$ cat config.mk
export PLATFORM = sky130hd
export DESIGN_NAME = flow_ctrl_flat
export DESIGN_NICKNAME = d
export VERILOG_FILES = /design/src/rtl/cpu_pkg.sv /design/src/rtl/flow_ctrl_if.sv /design/src/rtl/ret_stack.sv /design/src/rtl/flow_ctrl.sv /design/src/flat_wrapper.sv
export SDC_FILE = /design/constraint.sdc
export NUM_CORES = 1
export LEC_CHECK = 0
export BUFFER_PORTS_ARGS = -buffer_cell sky130_fd_sc_hd__buf_2
export CORE_MARGIN = 4
export CORE_UTILIZATION = 40
export CTS_CLUSTER_DIAMETER = 120
export DETAILED_ROUTE_END_ITERATION = 10
export HOLD_SLACK_MARGIN = 0.02
export SLEW_MARGIN = 40
export SYNTH_ARGS = -nofsm -noshare
export SYNTH_HDL_FRONTEND = slang
export SYNTH_SLANG_ARGS = --single-unit
$ cat constraint.sdc
create_clock -name clk -period 5.6 [get_ports clk]
set_clock_uncertainty 0.05 [all_clocks]
set_input_delay 0 -clock clk [delete_from_list [all_inputs] [get_ports clk]]
set_output_delay 0 -clock clk [all_outputs]
set_load 0.02 [all_outputs]
$ cat src/rtl/cpu_pkg.sv
// cpu_pkg: types shared between the instruction decoder and flow control.
//   jump_t        - 4-bit jump condition code; codes 9..15 never jump
//   irq_state_t   - interrupt sequencing states used by flow_ctrl
//   jump_taken()  - evaluates a jump condition against the ALU flags
package cpu_pkg;

    typedef enum logic [3:0] {
        J_ALWAYS = 4'd0,
        J_Z      = 4'd1,
        J_NZ     = 4'd2,
        J_S      = 4'd3,
        J_NS     = 4'd4,
        J_O      = 4'd5,
        J_NO     = 4'd6,
        J_CY     = 4'd7,
        J_NCY    = 4'd8
    } jump_t;

    typedef enum logic [1:0] {
        IRQ_IDLE    = 2'd0,
        IRQ_PENDING = 2'd1,
        IRQ_ISR     = 2'd2
    } irq_state_t;

    function automatic logic jump_taken(jump_t cond, logic z, logic s, logic o, logic cy);
        case (cond)
            J_ALWAYS: jump_taken = 1'b1;
            J_Z:      jump_taken = z;
            J_NZ:     jump_taken = ~z;
            J_S:      jump_taken = s;
            J_NS:     jump_taken = ~s;
            J_O:      jump_taken = o;
            J_NO:     jump_taken = ~o;
            J_CY:     jump_taken = cy;
            J_NCY:    jump_taken = ~cy;
            default:  jump_taken = 1'b0;
        endcase
    endfunction

endpackage

$ cat src/rtl/flow_ctrl_if.sv
// flow_ctrl_if: control bundle between the core pipeline and flow_ctrl.
//   master - pipeline side: drives stall, jump/call/ret/irq/iret requests,
//            flags and jump target; reads addr, incremented, in_isr, sp, ovf, udf
//   slave  - flow_ctrl side (mirror of master)
interface flow_ctrl_if
    import cpu_pkg::*;
#(
    parameter int ADDR_W = 8,
    parameter int DEPTH  = 8
);
    localparam int SP_W = $clog2(DEPTH + 1);

    logic              stall;
    logic              is_jump;
    jump_t             jump_cond;
    logic              flag_z;
    logic              flag_s;
    logic              flag_o;
    logic              flag_cy;
    logic [ADDR_W-1:0] jump_addr;
    logic              call;
    logic              ret;
    logic              irq;
    logic              iret;

    logic [ADDR_W-1:0] addr;
    logic [ADDR_W-1:0] incremented;
    logic              in_isr;
    logic [SP_W-1:0]   sp;
    logic              ovf;
    logic              udf;

    modport master (
        output stall, is_jump, jump_cond, flag_z, flag_s, flag_o, flag_cy,
               jump_addr, call, ret, irq, iret,
        input  addr, incremented, in_isr, sp, ovf, udf
    );

    modport slave (
        input  stall, is_jump, jump_cond, flag_z, flag_s, flag_o, flag_cy,
               jump_addr, call, ret, irq, iret,
        output addr, incremented, in_isr, sp, ovf, udf
    );

endinterface

$ cat src/rtl/ret_stack.sv
// ret_stack: LIFO of return addresses.
//   push/pop  - one operation per cycle; push when full and pop when empty
//               are ignored here (the caller flags them)
//   data_in   - value pushed
//   data_out  - current top of stack (undefined when empty)
//   sp        - number of occupied entries, full/empty derived from it
module ret_stack #(
    parameter int  WIDTH = 8,
    parameter int  DEPTH = 8,
    localparam int SP_W  = $clog2(DEPTH + 1)
) (
    input  logic             clk,
    input  logic             rst,
    input  logic             push,
    input  logic             pop,
    input  logic [WIDTH-1:0] data_in,
    output logic [WIDTH-1:0] data_out,
    output logic [SP_W-1:0]  sp,
    output logic             full,
    output logic             empty
);
    localparam int IDX_W = (DEPTH > 1) ? $clog2(DEPTH) : 1;

    logic [WIDTH-1:0] mem [DEPTH];
    logic [SP_W-1:0]  top;

    assign full     = (sp == SP_W'(DEPTH));
    assign empty    = (sp == '0);
    assign top      = sp - SP_W'(1);
    assign data_out = mem[top[IDX_W-1:0]];

    // Storage is deliberately not reset; sp alone defines what is valid.
    always_ff @(posedge clk) begin
        if (push && !full) begin
            mem[sp[IDX_W-1:0]] <= data_in;
        end
    end

    always_ff @(posedge clk or posedge rst) begin
        if (rst) begin
            sp <= '0;
        end else if (push && !full) begin
            sp <= sp + SP_W'(1);
        end else if (pop && !empty) begin
            sp <= sp - SP_W'(1);
        end
    end

endmodule

$ cat src/rtl/flow_ctrl.sv
// flow_ctrl: program address sequencer with return stack and single-level
// interrupt entry.
//   clk, rst - rising-edge clock, asynchronous active-high reset
//   bus      - flow_ctrl_if.slave (requests and flags in; addr,
//              incremented, in_isr, sp, sticky ovf/udf out)
//
// state       | meaning
// ------------+------------------------------------------------------
// IRQ_IDLE    | no interrupt outstanding; irq moves to PENDING
// IRQ_PENDING | irq latched, waiting for a cycle free of flow changes
// IRQ_ISR     | handler running; irq ignored until iret
module flow_ctrl
    import cpu_pkg::*;
#(
    parameter int ADDR_W    = 8,
    parameter int DEPTH     = 8,
    parameter int RESET_VEC = 0,
    parameter int IRQ_VEC   = 240
) (
    input  logic         clk,
    input  logic         rst,
    flow_ctrl_if.slave   bus
);
    localparam int SP_W = $clog2(DEPTH + 1);
    localparam logic [ADDR_W-1:0] RESET_ADDR = ADDR_W'(RESET_VEC);
    localparam logic [ADDR_W-1:0] IRQ_ADDR   = ADDR_W'(IRQ_VEC);

    irq_state_t        state;
    logic [ADDR_W-1:0] addr;
    logic [ADDR_W-1:0] incremented;
    logic [ADDR_W-1:0] stack_top;
    logic [SP_W-1:0]   sp;
    logic              ovf;
    logic              udf;
    logic              full;
    logic              empty;
    logic              taken;
    logic              pop_req;
    logic              entry;
    logic              push_en;
    logic              pop_en;

    assign incremented = addr + ADDR_W'(1);
    assign taken   = bus.is_jump & jump_taken(bus.jump_cond, bus.flag_z, bus.flag_s,
                                              bus.flag_o, bus.flag_cy);
    assign pop_req = bus.ret | bus.iret;

    // Interrupt entry only slips into a cycle where the instruction itself
    // does not redirect flow, so the pushed incremented address is exact.
    assign entry   = (state == IRQ_PENDING) & ~pop_req & ~bus.call & ~taken;

    // A pop in the same cycle as a call wins; the call is dropped entirely.
    assign push_en = ~bus.stall & ~pop_req & (bus.call | entry);
    assign pop_en  = ~bus.stall & pop_req;

    ret_stack #(
        .WIDTH (ADDR_W),
        .DEPTH (DEPTH)
    ) u_stack (
        .clk      (clk),
        .rst      (rst),
        .push     (push_en),
        .pop      (pop_en),
        .data_in  (incremented),
        .data_out (stack_top),
        .sp       (sp),
        .full     (full),
        .empty    (empty)
    );

    always_ff @(posedge clk or posedge rst) begin
        if (rst) begin
            state <= IRQ_IDLE;
            addr  <= RESET_ADDR;
            ovf   <= 1'b0;
            udf   <= 1'b0;
        end else begin
            // irq is latched even while stalled; everything else freezes.
            case (state)
                IRQ_IDLE:    if (bus.irq)                 state <= IRQ_PENDING;
                IRQ_PENDING: if (!bus.stall && entry)     state <= IRQ_ISR;
                IRQ_ISR:     if (!bus.stall && bus.iret)  state <= IRQ_IDLE;
                default:                                  state <= IRQ_IDLE;
            endcase

            if (!bus.stall) begin
                if (pop_req) begin
                    addr <= empty ? incremented : stack_top;
                    if (empty) udf <= 1'b1;
                end else if (bus.call || taken) begin
                    addr <= bus.jump_addr;
                end else if (entry) begin
                    addr <= IRQ_ADDR;
                end else begin
                    addr <= incremented;
                end

                if (push_en && full) ovf <= 1'b1;
            end
        end
    end

    assign bus.addr        = addr;
    assign bus.incremented = incremented;
    assign bus.in_isr      = (state == IRQ_ISR);
    assign bus.sp          = sp;
    assign bus.ovf         = ovf;
    assign bus.udf         = udf;

endmodule

$ cat src/flat_wrapper.sv
// flat-port wrapper written by rule: the top's interface ports become plain ports
module flow_ctrl_flat import cpu_pkg::*;
#(
    parameter int ADDR_W    = 8,
    parameter int DEPTH     = 8,
    parameter int RESET_VEC = 0,
    parameter int IRQ_VEC   = 240
)
  (clk, rst, bus_stall, bus_is_jump, bus_jump_cond, bus_flag_z, bus_flag_s, bus_flag_o, bus_flag_cy, bus_jump_addr, bus_call, bus_ret, bus_irq, bus_iret, bus_addr, bus_incremented, bus_in_isr, bus_sp, bus_ovf, bus_udf);
  flow_ctrl_if #(.ADDR_W(ADDR_W), .DEPTH(DEPTH)) bus_i ();
  input  logic clk;
  input  logic rst;
  input wire logic [$bits(bus_i.stall)-1:0] bus_stall;
  input wire logic [$bits(bus_i.is_jump)-1:0] bus_is_jump;
  input wire logic [$bits(bus_i.jump_cond)-1:0] bus_jump_cond;
  input wire logic [$bits(bus_i.flag_z)-1:0] bus_flag_z;
  input wire logic [$bits(bus_i.flag_s)-1:0] bus_flag_s;
  input wire logic [$bits(bus_i.flag_o)-1:0] bus_flag_o;
  input wire logic [$bits(bus_i.flag_cy)-1:0] bus_flag_cy;
  input wire logic [$bits(bus_i.jump_addr)-1:0] bus_jump_addr;
  input wire logic [$bits(bus_i.call)-1:0] bus_call;
  input wire logic [$bits(bus_i.ret)-1:0] bus_ret;
  input wire logic [$bits(bus_i.irq)-1:0] bus_irq;
  input wire logic [$bits(bus_i.iret)-1:0] bus_iret;
  output wire logic [$bits(bus_i.addr)-1:0] bus_addr;
  output wire logic [$bits(bus_i.incremented)-1:0] bus_incremented;
  output wire logic [$bits(bus_i.in_isr)-1:0] bus_in_isr;
  output wire logic [$bits(bus_i.sp)-1:0] bus_sp;
  output wire logic [$bits(bus_i.ovf)-1:0] bus_ovf;
  output wire logic [$bits(bus_i.udf)-1:0] bus_udf;
  assign bus_i.stall = bus_stall;
  assign bus_i.is_jump = bus_is_jump;
  assign bus_i.jump_cond = bus_jump_cond;
  assign bus_i.flag_z = bus_flag_z;
  assign bus_i.flag_s = bus_flag_s;
  assign bus_i.flag_o = bus_flag_o;
  assign bus_i.flag_cy = bus_flag_cy;
  assign bus_i.jump_addr = bus_jump_addr;
  assign bus_i.call = bus_call;
  assign bus_i.ret = bus_ret;
  assign bus_i.irq = bus_irq;
  assign bus_i.iret = bus_iret;
  assign bus_addr = bus_i.addr;
  assign bus_incremented = bus_i.incremented;
  assign bus_in_isr = bus_i.in_isr;
  assign bus_sp = bus_i.sp;
  assign bus_ovf = bus_i.ovf;
  assign bus_udf = bus_i.udf;
  flow_ctrl #(.ADDR_W(ADDR_W), .DEPTH(DEPTH), .RESET_VEC(RESET_VEC), .IRQ_VEC(IRQ_VEC)) u_core (.clk(clk), .rst(rst), .bus(bus_i));
endmodule
==> summary.md <==
| Metric | Value |
|---|---|
| DR vias/cell | 5.53 |
| Crit path capture type | flip-flop |
| Part of the power in combinational logic | 42.0% |
| PwrDens | 526 nW/um^2 |
| Top cells by area, synth | edfxtp_1 (53%), dfrtp_1 (11%), mux4_2 (9.9%) |
| Placed Area | 4060 um^2 |
| Sequential-to-total area share from yosys stat | 63.9% |
| CTS tree | done |
| DRT met1 WL | 3.50 mm |
| Initial cell density of the core | 41.5% |
| Top sig layer | met4 |
| Die ar. | 10700 um^2 |
| Final setup viols | 0 |
| Die width | 103 um |
| Crit path launch type | flip-flop |
| Critical Path AT | 3.25 ns |
| Post-Synth XOR/XNOR Area | 2.17% |
| # IOs | 47 |
| Ys async rst share | 20.0% |
| Clock power share | 19.1% |
| Worst-path clk slew | approximately 0.090 ns |
| Post-synth EDFFs | 64 |
| Crit path time final | between 3 and 4 ns |
| Fin nets | 326 |
| TNS Setup | 0 ns |
| H-tree depth | 3 |
| Initial DRC Count | about 130 |
| Hold Vio Cnt, Final | 0 |
| Worst vdd ir | 0.182 mV |
| P_sw | 0.886 mW |
| Post-route cell area | about 4400 um^2 |
| Slew headroom | between 40% and 50% |
| Grt ovf | 0 |
| WP data required | 5.77 ns |
| Clock Path Buffers | 2 |
| Clk_lat worst skew | 0.35 ns |
| Class of the worst hold path | in2reg |
| # diodes | 0 |
| Sw frac | 38.2% |
| Final Util | 50.3% |
| CTS sink count | 80 |
| Share of layout cells above drive strength 1 | roughly 33% |
| First-pass GRT wire length | ~12 mm |
| Int Pwr | between 1 and 1.5 mW |
| Drt drc | 0 |
| WL per Instance | 19.0 um |
| Post-route clock period utilization | 55.0% |
| Flop pwr share | roughly 40% |
| Total core area | just under 9000 um^2 |
| Antenna Nets Post-Route | 0 |
| Initial antenna violation count | 0 |
| Detail Route met3 WL | 565 um |
| DRT Wirelength | 7.82 mm |
| Flops & latches, synth | 80 |
| Yosys top cell area share | 52.9% |
| Die Y | about 100 um |
| RD Place Congestion | 0.782 |
| Unrepaired setup endpoints after global routing | no |
| Crit path max fanout | 24 |
| Vias in the first global route | 2287 |
| HPWL after DPL | 5.53 mm |
| Post-synth top flop | edfxtp_1 |
| Post-synth top area cell | edfxtp_1 |
| DRT Pass-1 Iters | 6 |
| Main combinational cell family by area after synthesis | multiplexers |
| Row Count | 34 |
| Met2 wire len | 3.69 mm |
| Num CTS Buffers | 9 |
| Largest net degree at the start of global routing | 25 |
| Post-synthesis simple-gate area fraction | a little under a tenth |
| Crit Path Class | reg2reg |
| Synth Net Count | about 260 |
| Avg Cell Area, Syn | 15.3 um^2 |
| Leakage | 1.62 nW |
| Synth cell types | 48 |
| Final-layout fill cell count | 722 |
| CTS Root Cell | clkbuf_8 |
| Post-synthesis mux area share | a little over an eighth |
| FMAX | 0.325 GHz |
| Mapped Cells | 237 |
| Slew @ Worst Pin | 0.757 ns |
| Synth-to-layout area growth | 21.2% |
| Pins Over Slew Limit | 0 |
| I/O Buffers | 46 |
| Total GRT Usage | between 10% and 20% |
| Vias | 2280 |
| Status | finished, final reports clean |
| Max_cap viols | 0 |
| Adder-cell area share of the yosys netlist | 1.03% |
| Compound-cell area share of the yosys netlist | 8.26% |
| Post-Synthesis Cell Area | 3640 um^2 |
| Ys Warns | 0 |
## logic make-up (layout without fill, tap and decap cells)
kind of cell,after synthesis,count (layout)
compound gates,38,38
xor+xnor,9,9
simple gates,62,62
flops,80,80
buf+inv,18,85
mux,27,27
fa+ha+maj,3,3
## power groups by stage
stage               clock network (mW)  logic (mW)  registers, mW
finish                           0.443       0.974          0.902
floorplan                            0       0.642          0.936
global route                     0.481        1.07          0.917
CTS                              0.453       0.984          0.900
detailed placement                   0       0.973          0.913
global placement                     0       0.947          0.902
## what timing repair did
action	CTS	global route
endpoints found under the hold margin	27	0
gates resized for setup	0	0
setup buffers	0	0
hold buffers	12	0
setup endpoints to repair	0	0
## synth_stat cells, drive strengths merged (5+ instances only)
library cell   n
a221o          6
clkbuf         7
dfrtp         16
edfxtp        64
inv            7
mux2i          7
mux4          16
nand2          9
nor2          16
nor3           7
nor4b          6
o21ai          8
xor2           5
## layout by cell type (no fill, tap or decap), types with 2 or more instances in the layout
master | netlist | layout
buf_2 | 4 | 46
inv_8 | 0 | 2
nand2_1 | 9 | 9
a221o_1 | 6 | 6
or4_1 | 2 | 2
o221ai_1 | 2 | 2
nand3_1 | 4 | 4
o31ai_1 | 2 | 2
a222oi_1 | 2 | 2
mux2i_1 | 7 | 7
o21ai_0 | 8 | 8
dfrtp_1 | 16 | 16
nor2_2 | 1 | 2
clkbuf_8 | 0 | 9
or3_1 | 4 | 4
clkinvlp_4 | 0 | 2
nor3_1 | 7 | 7
nor2b_1 | 3 | 3
edfxtp_1 | 64 | 64
a21oi_1 | 4 | 4
inv_1 | 7 | 7
ha_1 | 3 | 3
nor2_1 | 15 | 14
xnor2_1 | 4 | 3
nand2b_1 | 4 | 4
nand3b_1 | 3 | 3
buf_4 | 0 | 4
nor4b_4 | 0 | 4
mux4_2 | 16 | 16
dlygate4sd3_1 | 0 | 12
xor2_1 | 5 | 3
mux2_2 | 3 | 3
inv_6 | 0 | 2
xor2_2 | 0 | 2
## sequential cells by signal, summed over array words and instances (netlist names)
register and count:
u_core.bus.addr 8, u_core.bus.ovf 1, u_core.bus.udf 1, u_core.state 2, u_core.u_stack.mem 64, u_core.u_stack.sp 4
## metrics by stage
step                      worst slack [ns]  std cells  hold slack [ns]  power [mW]
after CTS                             2.39        412           0.0593        2.34
after detailed placement              2.44        384           0.0820        1.89
after global placement                2.57        384           0.0817        1.85
after floorplan                       2.65        237           -0.136        1.58
after global routing                  2.28        412           0.0898        2.46
final                                 2.52        412           0.0647        2.32
## layer usage
layer,up-vias,GRT usage (%)
met3,5,3.09
met2,76,25.1
met1,1128,21.3
met5,-,0
met4,0,5.08
li1,1071,-
## worst paths after layout
check	startpoint	endpoint	slack (ns)	cells after the start
worst max-delay path	u_core.u_stack.sp[0]$_DFFE_PP0P_	u_core.bus.addr[7]$_DFFE_PP0N_	2.52	7
worst min-delay path	bus_call	u_core.bus.addr[7]$_DFFE_PP0N_	0.06	3
worst max register to register	u_core.u_stack.sp[0]$_DFFE_PP0P_	u_core.bus.addr[7]$_DFFE_PP0N_	2.52	7
worst min register to register	u_core.state[1]$_DFFE_PP0P_	u_core.state[0]$_DFFE_PP0P_	0.39	1
max in group asynchronous	rst	u_core.state[1]$_DFFE_PP0P_	4.83	3
min in group asynchronous	rst	u_core.bus.addr[6]$_DFFE_PP0N_	0.23	3
## layout make-up
class                      count  area (um^2)  area share (%)
sequential                    80         2320            52.7
multi-input combinational    139         1330            30.2
timing repair buffer          62          380            8.63
tap                          108          135            3.07
clock buffer                   9          124            2.81
clock inverter                 7         85.1            1.93
inverter                       7         26.3           0.596
## worst max-delay path, stage by stage, from the launching register on
cell      delay [ns]
dfrtp_1         0.34
buf_4           0.38
inv_1           0.27
ha_1            0.85
mux4_2          0.42
mux2_2          0.29
a222oi_1        0.23
o31ai_1         0.13
(Power assumes the default switching activity.)
